File: src/rtl/call_scheduler_if.sv
// Call scheduler bus: buttons, elevator status in,
// target floor, pending calls and direction out.
interface call_scheduler_if;
   logic       A_e;
   logic       B_e;
   logic       C_e;
   logic [1:0] EA;
   logic       door;
   logic       alarm;
   logic       B1;
   logic       B0;
   logic [2:0] pending;
   logic [1:0] dir;

   modport master (
      output A_e, B_e, C_e, EA, door, alarm,
      input  B1, B0, pending, dir
   );

   modport slave (
      input  A_e, B_e, C_e, EA, door, alarm,
      output B1, B0, pending, dir
   );
endinterface

File: src/rtl/call_scheduler.sv
// Elevator call scheduler: synchronised call capture,
// IDLE/UP/DOWN direction FSM and nearest-floor target.
module call_scheduler (
   input logic             clk,
   input logic             reset,
   call_scheduler_if.slave bus
);

   typedef enum logic [1:0] {
      IDLE = 2'b00,
      UP   = 2'b01,
      DOWN = 2'b10
   } dir_t;

   logic [2:0] btn;
   logic [2:0] s1;
   logic [2:0] s2;
   logic [2:0] hist;
   logic [2:0] evt;
   logic [2:0] pend;
   logic [2:0] here;
   logic [2:0] clr;
   logic [2:0] avail;
   logic       above;
   logic       below;
   logic       hold;
   dir_t       dir;
   dir_t       dir_nxt;
   logic [1:0] tgt;
   logic [1:0] tgt_nxt;

   assign btn = {bus.C_e, bus.B_e, bus.A_e};
   assign evt = s2 & ~hist;

   // Two-flop synchroniser plus history flop per button
   always_ff @(posedge clk or negedge reset) begin
      if (!reset) begin
         s1   <= 3'b000;
         s2   <= 3'b000;
         hist <= 3'b000;
      end else begin
         s1   <= btn;
         s2   <= s1;
         hist <= s2;
      end
   end

   // One-hot of the current floor, empty when EA is invalid
   always_comb begin
      here = 3'b000;
      unique case (bus.EA)
         2'b00:   here = 3'b001;
         2'b01:   here = 3'b010;
         2'b10:   here = 3'b100;
         default: here = 3'b000;
      endcase
   end

   assign clr   = bus.door ? here : 3'b000;
   assign avail = pend & ~here;
   assign hold  = bus.alarm | (bus.EA == 2'b11);

   assign above = (bus.EA == 2'b00) ? |avail[2:1] :
                  (bus.EA == 2'b01) ? avail[2] :
                  1'b0;
   assign below = (bus.EA == 2'b10) ? |avail[1:0] :
                  (bus.EA == 2'b01) ? avail[0] :
                  1'b0;

   // Pending calls: set on call event, clear on service;
   // clear wins when both land in the same cycle
   always_ff @(posedge clk or negedge reset) begin
      if (!reset) begin
         pend <= 3'b000;
      end else begin
         pend <= (pend | evt) & ~clr;
      end
   end

   // Direction state register
   always_ff @(posedge clk or negedge reset) begin
      if (!reset) begin
         dir <= IDLE;
      end else begin
         dir <= dir_nxt;
      end
   end

   // Next direction: keep heading while calls remain ahead
   always_comb begin
      dir_nxt = dir;
      if (!hold) begin
         unique case (dir)
            DOWN: begin
               if (below)      dir_nxt = DOWN;
               else if (above) dir_nxt = UP;
               else            dir_nxt = IDLE;
            end
            default: begin
               if (above)      dir_nxt = UP;
               else if (below) dir_nxt = DOWN;
               else            dir_nxt = IDLE;
            end
         endcase
      end
   end

   // Next target: nearest pending floor in the new direction
   always_comb begin
      tgt_nxt = tgt;
      if (!hold) begin
         unique case (dir_nxt)
            UP: begin
               if (bus.EA == 2'b00 && avail[1])
                  tgt_nxt = 2'b01;
               else
                  tgt_nxt = 2'b10;
            end
            DOWN: begin
               if (bus.EA == 2'b10 && avail[1])
                  tgt_nxt = 2'b01;
               else
                  tgt_nxt = 2'b00;
            end
            default: tgt_nxt = bus.EA;
         endcase
      end
   end

   // Target register
   always_ff @(posedge clk or negedge reset) begin
      if (!reset) begin
         tgt <= 2'b00;
      end else begin
         tgt <= tgt_nxt;
      end
   end

   assign bus.pending = pend;
   assign bus.dir     = dir;
   assign bus.B1      = tgt[1];
   assign bus.B0      = tgt[0];

endmodule

File: src/flat_wrapper.sv
// flat-port wrapper written by rule: the top's interface ports become plain ports
module call_scheduler_flat 
  (clk, reset, bus_A_e, bus_B_e, bus_C_e, bus_EA, bus_door, bus_alarm, bus_B1, bus_B0, bus_pending, bus_dir);
  call_scheduler_if bus_i ();
  input logic clk;
  input logic reset;
  input wire logic [$bits(bus_i.A_e)-1:0] bus_A_e;
  input wire logic [$bits(bus_i.B_e)-1:0] bus_B_e;
  input wire logic [$bits(bus_i.C_e)-1:0] bus_C_e;
  input wire logic [$bits(bus_i.EA)-1:0] bus_EA;
  input wire logic [$bits(bus_i.door)-1:0] bus_door;
  input wire logic [$bits(bus_i.alarm)-1:0] bus_alarm;
  output wire logic [$bits(bus_i.B1)-1:0] bus_B1;
  output wire logic [$bits(bus_i.B0)-1:0] bus_B0;
  output wire logic [$bits(bus_i.pending)-1:0] bus_pending;
  output wire logic [$bits(bus_i.dir)-1:0] bus_dir;
  assign bus_i.A_e = bus_A_e;
  assign bus_i.B_e = bus_B_e;
  assign bus_i.C_e = bus_C_e;
  assign bus_i.EA = bus_EA;
  assign bus_i.door = bus_door;
  assign bus_i.alarm = bus_alarm;
  assign bus_B1 = bus_i.B1;
  assign bus_B0 = bus_i.B0;
  assign bus_pending = bus_i.pending;
  assign bus_dir = bus_i.dir;
  call_scheduler u_core (.clk(clk), .reset(reset), .bus(bus_i));
endmodule
File: config.mk
export PLATFORM = sky130hd
export DESIGN_NAME = call_scheduler_flat
export DESIGN_NICKNAME = d
export VERILOG_FILES = /design/src/rtl/call_scheduler_if.sv /design/src/rtl/call_scheduler.sv /design/src/flat_wrapper.sv
export SDC_FILE = /design/constraint.sdc
export NUM_CORES = 1
export LEC_CHECK = 0
export CORE_AREA = 2 2 39 41
export CTS_BUF_LIST = sky130_fd_sc_hd__clkbuf_16
export DETAILED_ROUTE_END_ITERATION = 8
export DIE_AREA = 0 0 41 43
export DONT_BUFFER_PORTS = 1
export PLACE_DENSITY = 0.71
export SLEW_MARGIN = 20
export SYNTH_ARGS = -nofsm -noshare
export SYNTH_HDL_FRONTEND = slang
export SYNTH_SLANG_ARGS = --single-unit
File: constraint.sdc
create_clock -name clk -period 3.2 [get_ports clk]
set_input_delay 0.32 -clock clk [delete_from_list [all_inputs] [get_ports clk]]
set_output_delay 0.32 -clock clk [all_outputs]
set_load 0.02 [all_outputs]
# After elaboration in Yosys (flattened, before gate mapping)
# Index checks and enable logic that the tools add are counted.
[word_totals]
register_bits = 16
inputBits = 9
out_inout_bits = 7
word_cells = 40
[op_classes]
eq_ne = 6
n_mux = 15
n_bitwise = 8
reduce_logical = 5
[ops]
columns = ["cell", "count"]
rows = [
  ["2-bit 2-to-1 mux", 6],
  ["3-bit AND", 3],
  ["3-bit NOT", 3],
  ["3-bit one-hot mux with 3 select lines", 1],
  ["2-bit == test (second input constant)", 4],
  ["1-bit 2-to-1 mux", 6],
  ["2-bit by 1-bit == test with 1-bit output (second input constant)", 2],
  ["2-bit one-hot mux with 2 select lines", 1],
  ["2-bit OR reduction", 2],
  ["3-bit 2-to-1 mux", 1],
  ["3-bit OR", 1],
  ["1-bit logical AND", 2],
  ["2-bit zero test", 1],
  ["1-bit OR", 1],
]

# Logic depth before layout (Yosys ltp)
[depth]
depth_word = 12
ltp_mapped = 8
ltp_nobuf = 7

# Least setup slack after synthesis
# OpenSTA, ideal clock, no wires.
[synth_path]
kind = "reg-to-reg"
startpoint = "register u_core.pend[1] (netlist: u_core.bus.pending[1])"
endpoint = "register u_core.tgt[0]"
setup_ns = 0.077
arrival_time_ns = 1.736
required_ns = 3.123
slack_ns = 1.387
stages_incl_launch_ff = 8
path_buffers = 0
period_less_slack_ns = 1.813
path_cell_list = "dfrtp_1 and2b_1 o21ai_0 a32o_1 ha_1 and3b_1 o22ai_1 a21oi_1"
[synth_via]
elab_chain_cells = 9
word_cells_on_any_way = 18
cone_classes = "eq/ne (2); mux (11); bitwise (1); reduce/logical (4)"
[synth_rtl]
columns = ["item", "line", "source"]
rows = [
  ["from (decl)", "call_scheduler.sv:20", "logic [2:0] pend;"],
  ["from (signal assigned)", "call_scheduler.sv:76", "pend <= (pend | evt) & ~clr;"],
  ["3-bit AND (*)", "call_scheduler.sv:60", "assign avail = pend & ~here;"],
  ["2-bit OR reduction, on equally long branches", "call_scheduler.sv:63, call_scheduler.sv:66", ""],
  ["1-bit 2-to-1 mux, on equally long branches", "call_scheduler.sv:63, call_scheduler.sv:66", ""],
  ["1-bit 2-to-1 mux / 2-bit 2-to-1 mux (equally long branches)", "call_scheduler.sv:96, call_scheduler.sv:101", ""],
  ["2-bit 2-to-1 mux, on equally long branches", "call_scheduler.sv:95, call_scheduler.sv:100", ""],
  ["2-bit 2-to-1 mux", "call_scheduler.sv:93", "unique case (dir)"],
  ["2-bit 2-to-1 mux", "call_scheduler.sv:92", "if (!hold) begin"],
  ["2-bit == test / 2-bit by 1-bit == test with 1-bit output (equally long branches)", "call_scheduler.sv:112", "unique case (dir_nxt)"],
  ["2-bit one-hot mux with 2 select lines (*)", "call_scheduler.sv:112", ""],
  ["to (signal assigned)", "call_scheduler.sv:135", "tgt <= tgt_nxt;"],
  ["to (decl)", "call_scheduler.sv:29", "logic [1:0] tgt;"],
]
# Every way passes the cells marked *; elsewhere a longest branch is shown, timed or not.
# A chain may end at the register's enable or synchronous reset.

# Worst setup path in the final report
# Ends and elaborated chain as after synthesis.

==> impl_results.md <==
- Status: finished, final reports clean
- Core Rows: 14
- Slew headroom: 53.0%
- Initial core utilization: 52.2%
- Vias in the first global route: 517
- RSZ-0062 raised after global routing: no
- Crit path max fanout: 6
- Syn_area_per_cell: 11.5 sq um
- # H-tree levels: 1
- Num ports: 16
- Post-route clock period utilization: 64.2%
- Final net count: 78
- Commonest non-fill, non-tap cell in the layout: dfrtp_1
- Final instance area: 805 sq um
- Routed wire per std cell: 16.0 um
- Drt pass-1 iters: 3
- Sw Ratio: 28.1%
- CP Capture Type: flip-flop
- Clock sink count: 16
- Maximum vdd drop: 405 uV
- Hold WS: 106 ps
- Pin count of the biggest net entering global routing: 17
- Hold Crit Class: in2reg
- Final Wtd Congestion: 0.689
- Number of port buffers: 0
- Filler cells: 119
- CTS tree: yes
- Via count: 486
- Antenna Cells: 0
- Area growth, synth to finish: 11.4%
- Die area: 1760 sq um
- Post-Layout Cell Count: 81
- Number of library cell types mapped by synthesis: 26
- Routed WL: 1300 um
- Die Width: 41 um
- CTS Hold Bufs: 1
- Root Driver: clkbuf_16
- Clk buf depth: 2
- Final core utilization: 58.1%
- Comb pwr share: 15.1%
- Mapped Cells: 63
- Crit start category: flip-flop
- Commonest cells after routing, fill and taps aside: 16 x dfrtp_1, 8 x inv_1, 5 x a21oi_1, 5 x a31oi_1
- # setup viols final: 0
- PD cells: 749 nW/um^2
- CTS buffer count: 3
- NetSw: 169 uW
- Iter 0 DRT Violations: 8
- Flops & latches, synth: 16
- Vias per Instance: 6.00
- Share of power burned in registers: 45.9%
- Worst-Margin Slew: 702 ps
- Setup_tns: 0 ps
- Post-layout minimum cycle time: 2050 ps
- First-pass GRT wire length: 2080 um
- DRC violations left: 0
- Max-cap violations: 0
- Dpl cell area: 719 sq um
- CP Class: reg2reg
- Syn nets: 74
- Inst Count DP: 77
- Post-route ant nets: 0
- Internal power consumption: 434 uW
- Worst slack at placement: 1170 ps
- Total GRT Usage: 17.7%
- Reg clk slew, reported paths: 50 ps
- Required time worst endpoint: 3370 ps
- Yosys Warn Count: 0
- Final Max Slew Viols: 0
- Initial antenna violation count: 0
- Mapped Area: 722 sq um
- Clock share of power: 39.1%
- Die span in y: 43 um
- Sequential-to-total area share from yosys stat: 55.5%
- Fin worst setup slack: 1150 ps
- Core area: 1380 sq um
- Post-DP HPWL: 928 um
- Post-CTS Setup Inserts: 0
- LEAKAGE: 0.366 nW
- Resized cells post-CTS: 0
- Clock latency on the worst-skew pair: 250 ps
- Arrival time worst endpoint: 2220 ps
- Fraction of layout cells with a size suffix above 1: 10.8%
- Skew final: 6.86 ps
- Hold Violations, Final: 0
- GR Overflow Total: 0
- Pwr Total: 603 uW
- Achievable frequency: 487 MHz
==> layer usage <==
layer / up-vias / GRT usage, % / routed length, um
met5: - / 0 / 0
met4: 0 / 8.00 / 21
met3: 3 / 6.28 / 90
met2: 16 / 27.5 / 639
met1: 236 / 20.8 / 545
li1: 231 / - / -
==> area by class of cell <==
| cell class | count | area (sq um) | share of cell area (%) |
|---|---|---|---|
| multi-input cells | 37 | 269 | 33.4 |
| repair buffers | 1 | 10.0 | 1.24 |
| inverters | 8 | 30.0 | 3.73 |
| flip-flops and latches | 16 | 400 | 49.8 |
| well taps | 16 | 20.0 | 2.49 |
| clock buffers | 3 | 75.1 | 9.33 |
==> critical path, cell delays in order, from the launching register on <==
cell and delay, ps:
dfrtp_1 540, and2b_1 220, o21ai_0 120, a32o_1 240, ha_1 350, and3b_1 270
o22ai_1 90, a21oi_1 150
==> cell usage after synthesis, drive strengths merged <==
master | n | area [sq um]
a32oi | 1 | 8.76
xnor2 | 1 | 8.76
nand3b | 3 | 22.5
a21o | 2 | 16.3
nor2 | 2 | 7.51
ha | 2 | 25.0
o21ai | 3 | 15.0
a31oi | 5 | 31.3
and2b | 1 | 7.51
a32o | 1 | 10.0
nand2 | 2 | 7.51
buf | 2 | 22.5
and3b | 1 | 8.76
inv | 8 | 30.0
or3b | 1 | 8.76
o31ai | 1 | 12.5
a21oi | 6 | 33.8
dfrtp | 16 | 400
nand4bb | 1 | 11.3
o21a | 1 | 7.51
o22ai | 2 | 18.8
o211ai | 1 | 7.51
==> sequential cells by signal (all words and copies together), names as in the netlist <==
signal              flops
u_core.bus.dir          2
u_core.bus.pending      3
u_core.hist             3
u_core.s1               3
u_core.s2               3
u_core.tgt              2
==> kinds of logic after synthesis <==
kind of cell    after synthesis  synth area share (%)
xor+xnor                      1                  1.21
compound gates               23                  22.4
flops                        16                  55.5
fa+ha+maj                     2                  3.47
buf+inv                      10                  7.28
simple gates                 11                  10.2
==> worst paths after layout <==
kind / to / slack [ps] / cells after the start / startpoint
setup / recovery: u_core.tgt[0] / 1150 / 7 / u_core.bus.pending[1]
hold / removal: u_core.s1[1] / 110 / 0 / bus_B_e
setup reg to reg: u_core.tgt[0] / 1150 / 7 / u_core.bus.pending[1]
hold reg to reg: u_core.s2[0] / 340 / 0 / u_core.s1[0]
max in group asynchronous: u_core.s2[0] / 2180 / 1 / reset
min in group asynchronous: u_core.hist[2] / 570 / 1 / reset
==> power groups by stage <==
stage | clock (mW) | sequential (mW) | combinational, mW
6_report | 0.235 | 0.276 | 0.0909
4_1_cts | 0.242 | 0.277 | 0.0909
3_5_place_dp | 0 | 0.280 | 0.0848
2_1_floorplan | 0 | 0.273 | 0.0765
3_3_place_gp | 0 | 0.279 | 0.0810
5_1_grt | 0.249 | 0.281 | 0.103
No activity file was read; power rests on OpenSTA's default activity.
